## src/rtl/uart_rx_ctrl_if.sv

```systemverilog
// Bus between the UART receive buffer and its user: byte-in strobe, CPU pop/control, status out.
interface uart_rx_ctrl_if #(
    parameter int unsigned DEPTH = 16
);
    logic                     rx_dv;
    logic [7:0]               rx_byte;
    logic                     rd;
    logic                     clr_ovf;
    logic                     irq_en;
    logic [7:0]               rd_data;
    logic [$clog2(DEPTH):0]   count;
    logic                     empty;
    logic                     full;
    logic                     overrun;
    logic                     irq;

    modport master (
        output rx_dv, rx_byte, rd, clr_ovf, irq_en,
        input  rd_data, count, empty, full, overrun, irq
    );

    modport slave (
        input  rx_dv, rx_byte, rd, clr_ovf, irq_en,
        output rd_data, count, empty, full, overrun, irq
    );
endinterface

```

## src/rtl/uart_rx_ctrl.sv

```systemverilog
// UART receive FIFO with overrun, threshold irq and optional idle timeout.
// Optional feature: define UART_RX_TIMEOUT_EN to build the idle-timeout counter.
module uart_rx_ctrl #(
    parameter int unsigned DEPTH        = 16,
    parameter int unsigned THRESHOLD    = 8,
    parameter int unsigned TIMEOUT_CLKS = 500
) (
    input  logic          i_Clock,
    input  logic          reset_n,
    uart_rx_ctrl_if.slave bus
);
    localparam int unsigned PW = $clog2(DEPTH);
    localparam int unsigned CW = PW + 1;

    if (DEPTH < 2 || (DEPTH & (DEPTH - 1)) != 0 || THRESHOLD < 1 || THRESHOLD > DEPTH ||
        TIMEOUT_CLKS < 2) begin : g_param_err
        $error("uart_rx_ctrl: illegal parameter combination");
    end

    logic [7:0]    r_mem [DEPTH];
    logic [PW-1:0] r_wr_ptr;
    logic [PW-1:0] r_rd_ptr;
    logic [CW-1:0] r_count;
    logic          r_overrun;

    logic w_empty;
    logic w_full;
    logic w_pop;
    logic w_push;
    logic w_ovf_set;
    logic w_timeout_flag;

    assign w_empty   = (r_count == '0);
    assign w_full    = (r_count == CW'(DEPTH));
    assign w_pop     = bus.rd & ~w_empty;
    // A pop in the same cycle frees the slot, so a full FIFO still accepts the byte.
    assign w_push    = bus.rx_dv & (~w_full | bus.rd);
    assign w_ovf_set = bus.rx_dv & w_full & ~bus.rd;

    always_ff @(posedge i_Clock) begin
        if (w_push) begin
            r_mem[r_wr_ptr] <= bus.rx_byte;
        end
    end

    always_ff @(posedge i_Clock or negedge reset_n) begin
        if (!reset_n) begin
            r_wr_ptr  <= '0;
            r_rd_ptr  <= '0;
            r_count   <= '0;
            r_overrun <= 1'b0;
        end else begin
            if (w_push) begin
                r_wr_ptr <= r_wr_ptr + PW'(1);
            end
            if (w_pop) begin
                r_rd_ptr <= r_rd_ptr + PW'(1);
            end
            unique case ({w_push, w_pop})
                2'b10:   r_count <= r_count + CW'(1);
                2'b01:   r_count <= r_count - CW'(1);
                default: r_count <= r_count;
            endcase
            // Set has priority over clear.
            if (w_ovf_set) begin
                r_overrun <= 1'b1;
            end else if (bus.clr_ovf) begin
                r_overrun <= 1'b0;
            end
        end
    end

`ifdef UART_RX_TIMEOUT_EN
    localparam int unsigned TW = $clog2(TIMEOUT_CLKS);

    logic [TW-1:0] r_idle_cnt;

    always_ff @(posedge i_Clock or negedge reset_n) begin
        if (!reset_n) begin
            r_idle_cnt <= '0;
        end else if (bus.rx_dv || bus.rd || w_empty) begin
            r_idle_cnt <= '0;
        end else if (r_idle_cnt != TW'(TIMEOUT_CLKS - 1)) begin
            r_idle_cnt <= r_idle_cnt + TW'(1);
        end
    end

    assign w_timeout_flag = (r_idle_cnt == TW'(TIMEOUT_CLKS - 1));
`else
    assign w_timeout_flag = 1'b0;
`endif

    assign bus.rd_data = w_empty ? 8'h00 : r_mem[r_rd_ptr];
    assign bus.count   = r_count;
    assign bus.empty   = w_empty;
    assign bus.full    = w_full;
    assign bus.overrun = r_overrun;
    assign bus.irq     = bus.irq_en &
                         ((r_count >= CW'(THRESHOLD)) | r_overrun | w_timeout_flag);
endmodule

```

## src/flat_wrapper.sv

```systemverilog
// flat-port wrapper written by rule: the top's interface ports become plain ports
module uart_rx_ctrl_flat 
#(
    parameter int unsigned DEPTH        = 16,
    parameter int unsigned THRESHOLD    = 8,
    parameter int unsigned TIMEOUT_CLKS = 500
)
  (i_Clock, reset_n, bus_rx_dv, bus_rx_byte, bus_rd, bus_clr_ovf, bus_irq_en, bus_rd_data, bus_count, bus_empty, bus_full, bus_overrun, bus_irq);
  uart_rx_ctrl_if #(.DEPTH(DEPTH)) bus_i ();
  input  logic i_Clock;
  input  logic reset_n;
  input wire logic [$bits(bus_i.rx_dv)-1:0] bus_rx_dv;
  input wire logic [$bits(bus_i.rx_byte)-1:0] bus_rx_byte;
  input wire logic [$bits(bus_i.rd)-1:0] bus_rd;
  input wire logic [$bits(bus_i.clr_ovf)-1:0] bus_clr_ovf;
  input wire logic [$bits(bus_i.irq_en)-1:0] bus_irq_en;
  output wire logic [$bits(bus_i.rd_data)-1:0] bus_rd_data;
  output wire logic [$bits(bus_i.count)-1:0] bus_count;
  output wire logic [$bits(bus_i.empty)-1:0] bus_empty;
  output wire logic [$bits(bus_i.full)-1:0] bus_full;
  output wire logic [$bits(bus_i.overrun)-1:0] bus_overrun;
  output wire logic [$bits(bus_i.irq)-1:0] bus_irq;
  assign bus_i.rx_dv = bus_rx_dv;
  assign bus_i.rx_byte = bus_rx_byte;
  assign bus_i.rd = bus_rd;
  assign bus_i.clr_ovf = bus_clr_ovf;
  assign bus_i.irq_en = bus_irq_en;
  assign bus_rd_data = bus_i.rd_data;
  assign bus_count = bus_i.count;
  assign bus_empty = bus_i.empty;
  assign bus_full = bus_i.full;
  assign bus_overrun = bus_i.overrun;
  assign bus_irq = bus_i.irq;
  uart_rx_ctrl #(.DEPTH(DEPTH), .THRESHOLD(THRESHOLD), .TIMEOUT_CLKS(TIMEOUT_CLKS)) u_core (.i_Clock(i_Clock), .reset_n(reset_n), .bus(bus_i));
endmodule
```

## config.mk

```make
export PLATFORM = sky130hd
export DESIGN_NAME = uart_rx_ctrl_flat
export DESIGN_NICKNAME = d
export VERILOG_FILES = /design/src/rtl/uart_rx_ctrl_if.sv /design/src/rtl/uart_rx_ctrl.sv /design/src/flat_wrapper.sv
export SDC_FILE = /design/constraint.sdc
export NUM_CORES = 1
export LEC_CHECK = 0
export ABC_AREA = 1
export CAP_MARGIN = 30
export CORE_MARGIN = 2
export CORE_UTILIZATION = 50
export CTS_CLUSTER_SIZE = 30
export DETAILED_ROUTE_END_ITERATION = 16
export PLACE_DENSITY = 0.77
export SLEW_MARGIN = 40
export SYNTH_ARGS = -nofsm -noshare
export SYNTH_HDL_FRONTEND = slang
export SYNTH_SLANG_ARGS = --single-unit
```

## constraint.sdc

```tcl
create_clock -name i_Clock -period 4.2 [get_ports i_Clock]
set_clock_uncertainty 0.1 [all_clocks]
set_input_delay 1.26 -clock i_Clock [delete_from_list [all_inputs] [get_ports i_Clock]]
set_output_delay 1.26 -clock i_Clock [all_outputs]
set_load 0.01 [all_outputs]
```

==> results of run 1 <==
[stage by stage]
step                      power (mW)  hold WS, ns  std cells  setup WS, ns
final                           4.99        0.452        737         0.158
after floorplan                 3.05        0.406        543          1.39
after global routing            5.31        0.510        737       0.00421
after CTS                       5.00        0.454        737         0.176
after global placement          3.59        0.436        707         0.469
after detailed placement        3.66        0.442        707         0.427
[state kept, by name, indices dropped and copies added (netlist names)]
signal and cells:
u_core.r_mem 128, u_core.r_wr_ptr 4, u_core.bus.overrun 1, u_core.r_rd_ptr 4, u_core.bus.count 5
[metal layers]
layer | wire, um | vias up
met3 | 704 | 21
met2 | 6170 | 137
met1 | 5120 | 1951
li1 | - | 1942
met5 | 0 | -
met4 | 189 | 0
[area by class of cell]
| class | instances | area (um2) |
|---|---|---|
| clock inverters | 13 | 103 |
| inverters | 19 | 71.3 |
| clock buffers | 17 | 425 |
| multi-input cells | 356 | 1650 |
| flip-flops and latches | 142 | 4200 |
| repair buffers | 43 | 414 |
| well taps | 147 | 184 |
| fillers | 920 | 4870 |
[worst paths after layout]
| path | depth (start not counted) | from | slack [ns] | end |
|---|---|---|---|---|
| worst min register to register | 2 | u_core.bus.overrun | 0.45 | u_core.bus.overrun |
| worst min-delay path | 2 | u_core.bus.overrun | 0.45 | u_core.bus.overrun |
| worst max register to register | 15 | u_core.bus.count[3] | 1.53 | u_core.bus.count[4] |
| min in group asynchronous | 1 | reset_n | 1.17 | u_core.bus.count[4] |
| worst max-delay path | 9 | u_core.r_rd_ptr[0] | 0.16 | bus_rd_data[1] |
| max in group asynchronous | 1 | reset_n | 2.34 | u_core.r_rd_ptr[0] |
[power by group]
part	internal, mW	switching, mW
sequential	1.73	0.123
combinational	0.675	1.13
clock	0.797	0.539
total	3.20	1.79
[kinds of logic after synthesis]
family | Yosys count
xor gates and xnor gates | 9
adders and majority gates | 8
AOI/OAI and AO/OA | 21
DFF | 142
buffers and inverters | 45
and+or+nand+nor | 318
[cell usage after synthesis, drive strengths merged]
master  number  area share [%]
a21boi       1            0.31
buf         21             2.2
xor2         7             1.0
ha           8             1.7
a21o         1            0.12
a21oi        9            0.74
clkbuf       5            0.31
nand3b       1            0.12
nand2      190              12
edfxtp     128              63
xnor2        2            0.29
nor2        20             1.4
o211ai       1            0.12
nand3      106             8.7
o31a         1            0.14
clkinv       3            0.19
o21ai        8            0.66
inv         16            0.99
nand4        1            0.10
dfrtp       14             5.8
[placed cells by master (no fill, tap or decap), drive strengths merged, types with 7 or more instances in the layout]
cell and n:
nand2 190, edfxtp 128, nand3 106, clkdlybuf4s50 30, nor2 20, clkbuf 17, inv 15, dfrtp 14
clkinv 14, buf 13, a21oi 9, o21ai 8, ha 8, xor2 7
[worst max-delay path, stage by stage, from the launching register on]
cell and delay [ns]:
dfrtp_2 0.41, clkinv_1 0.26, buf_12 0.28, nand2_1 0.10, nand3_1 0.09, nand3_1 0.08
nand2_1 0.09, nand2_1 0.05, a21oi_1 0.30, clkdlybuf4s50_1 0.60
==> summary.md, run 1 <==
| Metric | Value |
|---|---|
| GRT Total Usage | `20.4%` |
| Status | `finished clean` |
| H-tree depth | `4` |
| Cts repair resizes | `0` |
| Final core utilization | `59.1%` |
| Crit share post-route | `between 90% and 100%` |
| FF+latch count, synth | `approximately 140` |
| Slew at the pin closest to its max-slew limit | `a little under 0.8 ns` |
| Worst hold-check path type | `flip-flop to flip-flop` |
| RSZ-0062 raised after global routing | `false` |
| Final Hold Fails | `0` |
| Final worst path period need | `4.04 ns` |
| Rel. slew slack | `46.8%` |
| Cell variety after synth | `23` |
| Worst-path fanout max | `53` |
| Area Growth Syn to Fin | `16.2%` |
| Seq/Total Area, Yosys | `between 60 and 70%` |
| CTS Hold Bufs | `0` |
| Ys Warns | `0` |
| Startpoint types | `flip-flop` |
| Longest Clk Path Bufs | `2` |
| Post-CTS Setup Repair Bufs | `0` |
| Die Width | `approximately 110 um` |
| Pwr Density | `between 700 and 800 nW/um2` |
| Core area | `between 10,000 and 15,000 um2` |
| Final wirelength | `12,200 um` |
| Initial Utilization | `roughly 50%` |
| I/O Buffers | `30` |
| Final setup viols | `0` |
| Arr. time, crit path | `approximately 2.7 ns` |
| Netlist Area Pre-Place | `around 6100 um2` |
| I/O pins | `31` |
| Setup tns final | `0 ns` |
| DRT Pass-1 Iters | `5` |
| Mux share of post-synthesis cell area | `0%` |
| DR WL/cell | `between 15 and 20 um` |
| Syn_nets | `about 570` |
| Via count | `roughly 4,100` |
| Fmax achieved | `roughly 0.25 GHz` |
| CP Capture Type | `output port` |
| Std cell rows | `40` |
| Vias in the first global route | `about 4,100` |
| Clock root buffer | `clkbuf_16` |
| Global routing usage on met1 | `around a quarter` |
| Met2 Track Usage GR | `about a third` |
| Clock transition at path regs | `0.06 ns` |
| Die Y | `about 110 um` |
| Residual DRC | `0` |
| Post-route cell area | `~7000 um2` |
| Initial antenna violation count | `0` |
| Sink Count | `142` |
| Synth Area in Compound Gates | `approximately 2.1%` |
| Post-Place Cell Area | `6510 um2` |
| Static leakage | `2.68 nW` |
| Met3 Use GR | `between 4 and 5%` |
| VDD IR max | `0.000418 V` |
| Routed Antenna Nets | `0` |
| 1st-iter DRT viols | `approximately 410` |
| Clock Latency Late Sink | `about 0.41 ns` |
| Final #Nets | `between 600 and 700` |
| Grt total ovfl | `0` |
| Crit path kind | `flip-flop to output port` |
| Share of cells above drive strength 1 | `about 7.6%` |
| CTS buffer count | `17` |
| Slew Limit Fails | `0` |
| TritonCTS clock tree | `done` |
| Wire length of the first global-routing pass | `19,900 um` |
| Die area | `about 13,000 um2` |
| Main combinational cell family by area after synthesis | `simple AND/OR/NAND/NOR gates` |
| Largest net degree at the start of global routing | `67` |
| Hpwl dp | `approximately 7500 um` |
| Max-cap violations | `0` |
| Avg Inst Size Synth | `between 10 and 15 um2` |
| Synth Instances | `around 540` |
| N_diodes | `0` |
| Crit path required time | `approximately 2.8 ns` |
| Final GP Congestion | `about 0.85` |
| Post-Synth Simple-Gate Area | `22.1%` |
| Xor and xnor fraction of the mapped netlist area | `about 1.3%` |
| Post-Synth Adder-Cell Area | `between 1.5 and 2%` |
| Vias per cell | `~5.5` |
| Gr busiest metal | `met2` |
(Power assumes the default switching activity.)
==> run 2, diff against run 1 <==
- GPL_TIMING_DRIVEN: default -> 0
==> run 2 against run 1 <==
  * Setup slack improved by 0.076 ns
  * Register-to-register slack got worse by 0.04 ns
  * Sequential share of layout area fell by 0.45 points
  * Non-clock buffer count rose by 13
  * Flip-flop and latch count did not move
  * Critical path depth did not move
  * Total power rose by 4.3%
  * Combinational power rose by 12%
  * Via count rose by 5.5%
  * Largest cell class unchanged
  * Largest power group is now combinational logic
==> summary.md, run 2 (synthesis gave the netlist of run 1 again) <==
| Metric | Value |
|---|---|
| Slew Limit Fails | `0` |
| Status | `finished clean` |
| Die area | `~13,000 um2` |
| Wire length of the first global-routing pass | `~22,000 um` |
| Fmax achieved | `roughly 0.25 GHz` |
| Final wirelength | `about 14,000 um` |
| Endpoint with the worst hold slack | `u_core.bus.overrun` |
| Largest net degree at the start of global routing | `17` |
| TritonCTS clock tree | `done` |
| Clock root buffer | `clkbuf_16` |
| GRT Total Usage | `a little under a quarter` |
| DP Worst Slack | `0.484 ns` |
| I/O Buffers | `30` |
| Grt total ovfl | `0` |
| Clock Latency Late Sink | `0.42 ns` |
| CP Capture Type | `output port` |
| Final #Nets | `614` |
| Area Growth Syn to Fin | `17.0%` |
| Vias per cell | `about 5.7` |
| Commonest non-fill, non-tap cell in the layout | `nand2_1` |
| N_diodes | `0` |
| Worst hold-check path type | `flip-flop to flip-flop` |
| Max FFs per register | `around 130` |
| Crit path kind | `flip-flop to output port` |
| Sink Count | `~140` |
| Worst r2r dst | `u_core.bus.count[4]` |
| Die Y | `around 110 um` |
| Hpwl dp | `9470 um` |
| Final setup viols | `0` |
| Clock transition at path regs | `around 0.05 ns` |
| Final Hold Fails | `0` |
| Rel. slew slack | `between 40% and 50%` |
| DR WL/cell | `between 15 and 20 um` |
| Most frequent cells in the layout | `190 x nand2_1, 128 x edfxtp_1, 106 x nand3_1, 30 x clkdlybuf4s50_1` |
| Static leakage | `2.72 nW` |
| Final GP Congestion | `approximately 0.93` |
| Crit path required time | `2.84 ns` |
| Slew at the pin closest to its max-slew limit | `0.791 ns` |
| Residual DRC | `0` |
| 1st-iter DRT viols | `approximately 470` |
| Final setup margin | `between 0.2 and 0.25 ns` |
| Setup tns final | `0 ns` |
| Std cell rows | `40` |
| Worst-path fanout max | `10` |
| R2R depth | `16` |
| CTS buffer count | `17` |
| Post-CTS Setup Repair Bufs | `0` |
| Top reg by flops | `u_core.r_mem` |
| I/O pins | `31` |
| Share of cells above drive strength 1 | `under 10%` |
| Worst Hold Depth | `2` |
| CTS Hold Bufs | `0` |
| Core area | `about 12,000 um2` |
| Die Width | `114 um` |
| H-tree depth | `4` |
| Vias in the first global route | `approximately 4,300` |
| Routed Antenna Nets | `0` |
| Pwr Density | `between 700 and 800 nW/um2` |
| DRT Pass-1 Iters | `5` |
| Cts repair resizes | `0` |
| Startpoint types | `flip-flop` |
| Crit share post-route | `a little over nine tenths` |
| Tot Pwr | `5.21 mW` |
| Final worst path period need | `slightly below 4 ns` |
| Critical R2R Launch | `u_core.bus.count[3]` |
| Initial antenna violation count | `0` |
| VDD IR max | `roughly 0.00037 V` |
| Arr. time, crit path | `2.61 ns` |
| Longest Clk Path Bufs | `2` |
| Worst Hold Launch | `u_core.bus.overrun` |
| Via count | `around 4,300` |
| Max-cap violations | `0` |
| Final core utilization | `~60%` |
| Initial Utilization | `50.9%` |
| RSZ-0062 raised after global routing | `false` |
| R2r setup slk | `1.49 ns` |
## run 2: cell count changes in the layout (fill, tap and decap cells not counted), moves of 2 or more
cell        delta
buf_2          +8
clkinv_1       -3
clkinv_4       -3
clkinv_2       -4
clkinvlp_4     -2
clkbuf_1      +13
clkbuf_8       +6
## run 2: cell type report
| type | count | area, um2 |
|---|---|---|
| clock buffers | 31 | 538 |
| repair buffers | 30 | 300 |
| plain buffers | 26 | 153 |
| flip-flops and latches | 142 | 4190 |
| multi-input cells | 356 | 1650 |
| fillers | 1000 | 4820 |
| inverters | 19 | 71.3 |
| well taps | 147 | 184 |
| clock inverters | 1 | 3.75 |
## run 2: power by group
group / leakage, nW / internal [mW] / switching [mW]
Combinational: 1.13 / 0.716 / 1.30
Clock: 0.264 / 0.848 / 0.518
Sequential: 1.33 / 1.73 / 0.0928
Total: 2.72 / 3.29 / 1.91
## run 2: how the worst max path moves through the flow
stage               slack (ns)  cells after the start          startpoint                   to
finish                    0.23                      9  u_core.r_rd_ptr[0]       bus_rd_data[2]
global route              0.13                      9  u_core.r_rd_ptr[0]       bus_rd_data[2]
CTS                       0.25                      9  u_core.r_rd_ptr[0]       bus_rd_data[6]
detailed placement        0.48                      3          bus_irq_en              bus_irq
global placement          0.49                      3          bus_irq_en              bus_irq
floorplan                 1.39                     14              bus_rd  u_core.bus.count[4]
## run 2: worst max-delay path, cell delays in order (launching register included)
cell             delay [ns]
dfrtp_1                0.40
inv_1                  0.08
clkbuf_1               0.43
nand2_1                0.11
nand3_1                0.09
nand3_1                0.09
nand2_1                0.10
nand2_1                0.07
a21oi_1                0.23
clkdlybuf4s50_1        0.58
## run 2: metal layers
metal / vias to the layer above / track usage [%] / part of all wire, % / routed length (um)
li1: 1967 / - / - / -
met1: 2015 / 28.5 / 40 / 5740
met2: 238 / 39.0 / 48 / 6950
met3: 52 / 5.56 / 8.1 / 1170
met4: 0 / 13.1 / 4.3 / 628
met5: - / 0 / 0 / 0
## run 2: through the flow
stage,cell area (um2),instances,hold slack (ns)
global route,7100,752,0.500
global placement,6550,720,0.437
floorplan,6060,543,0.406
CTS,7090,752,0.453
detailed placement,6550,720,0.441
finish,7100,752,0.447
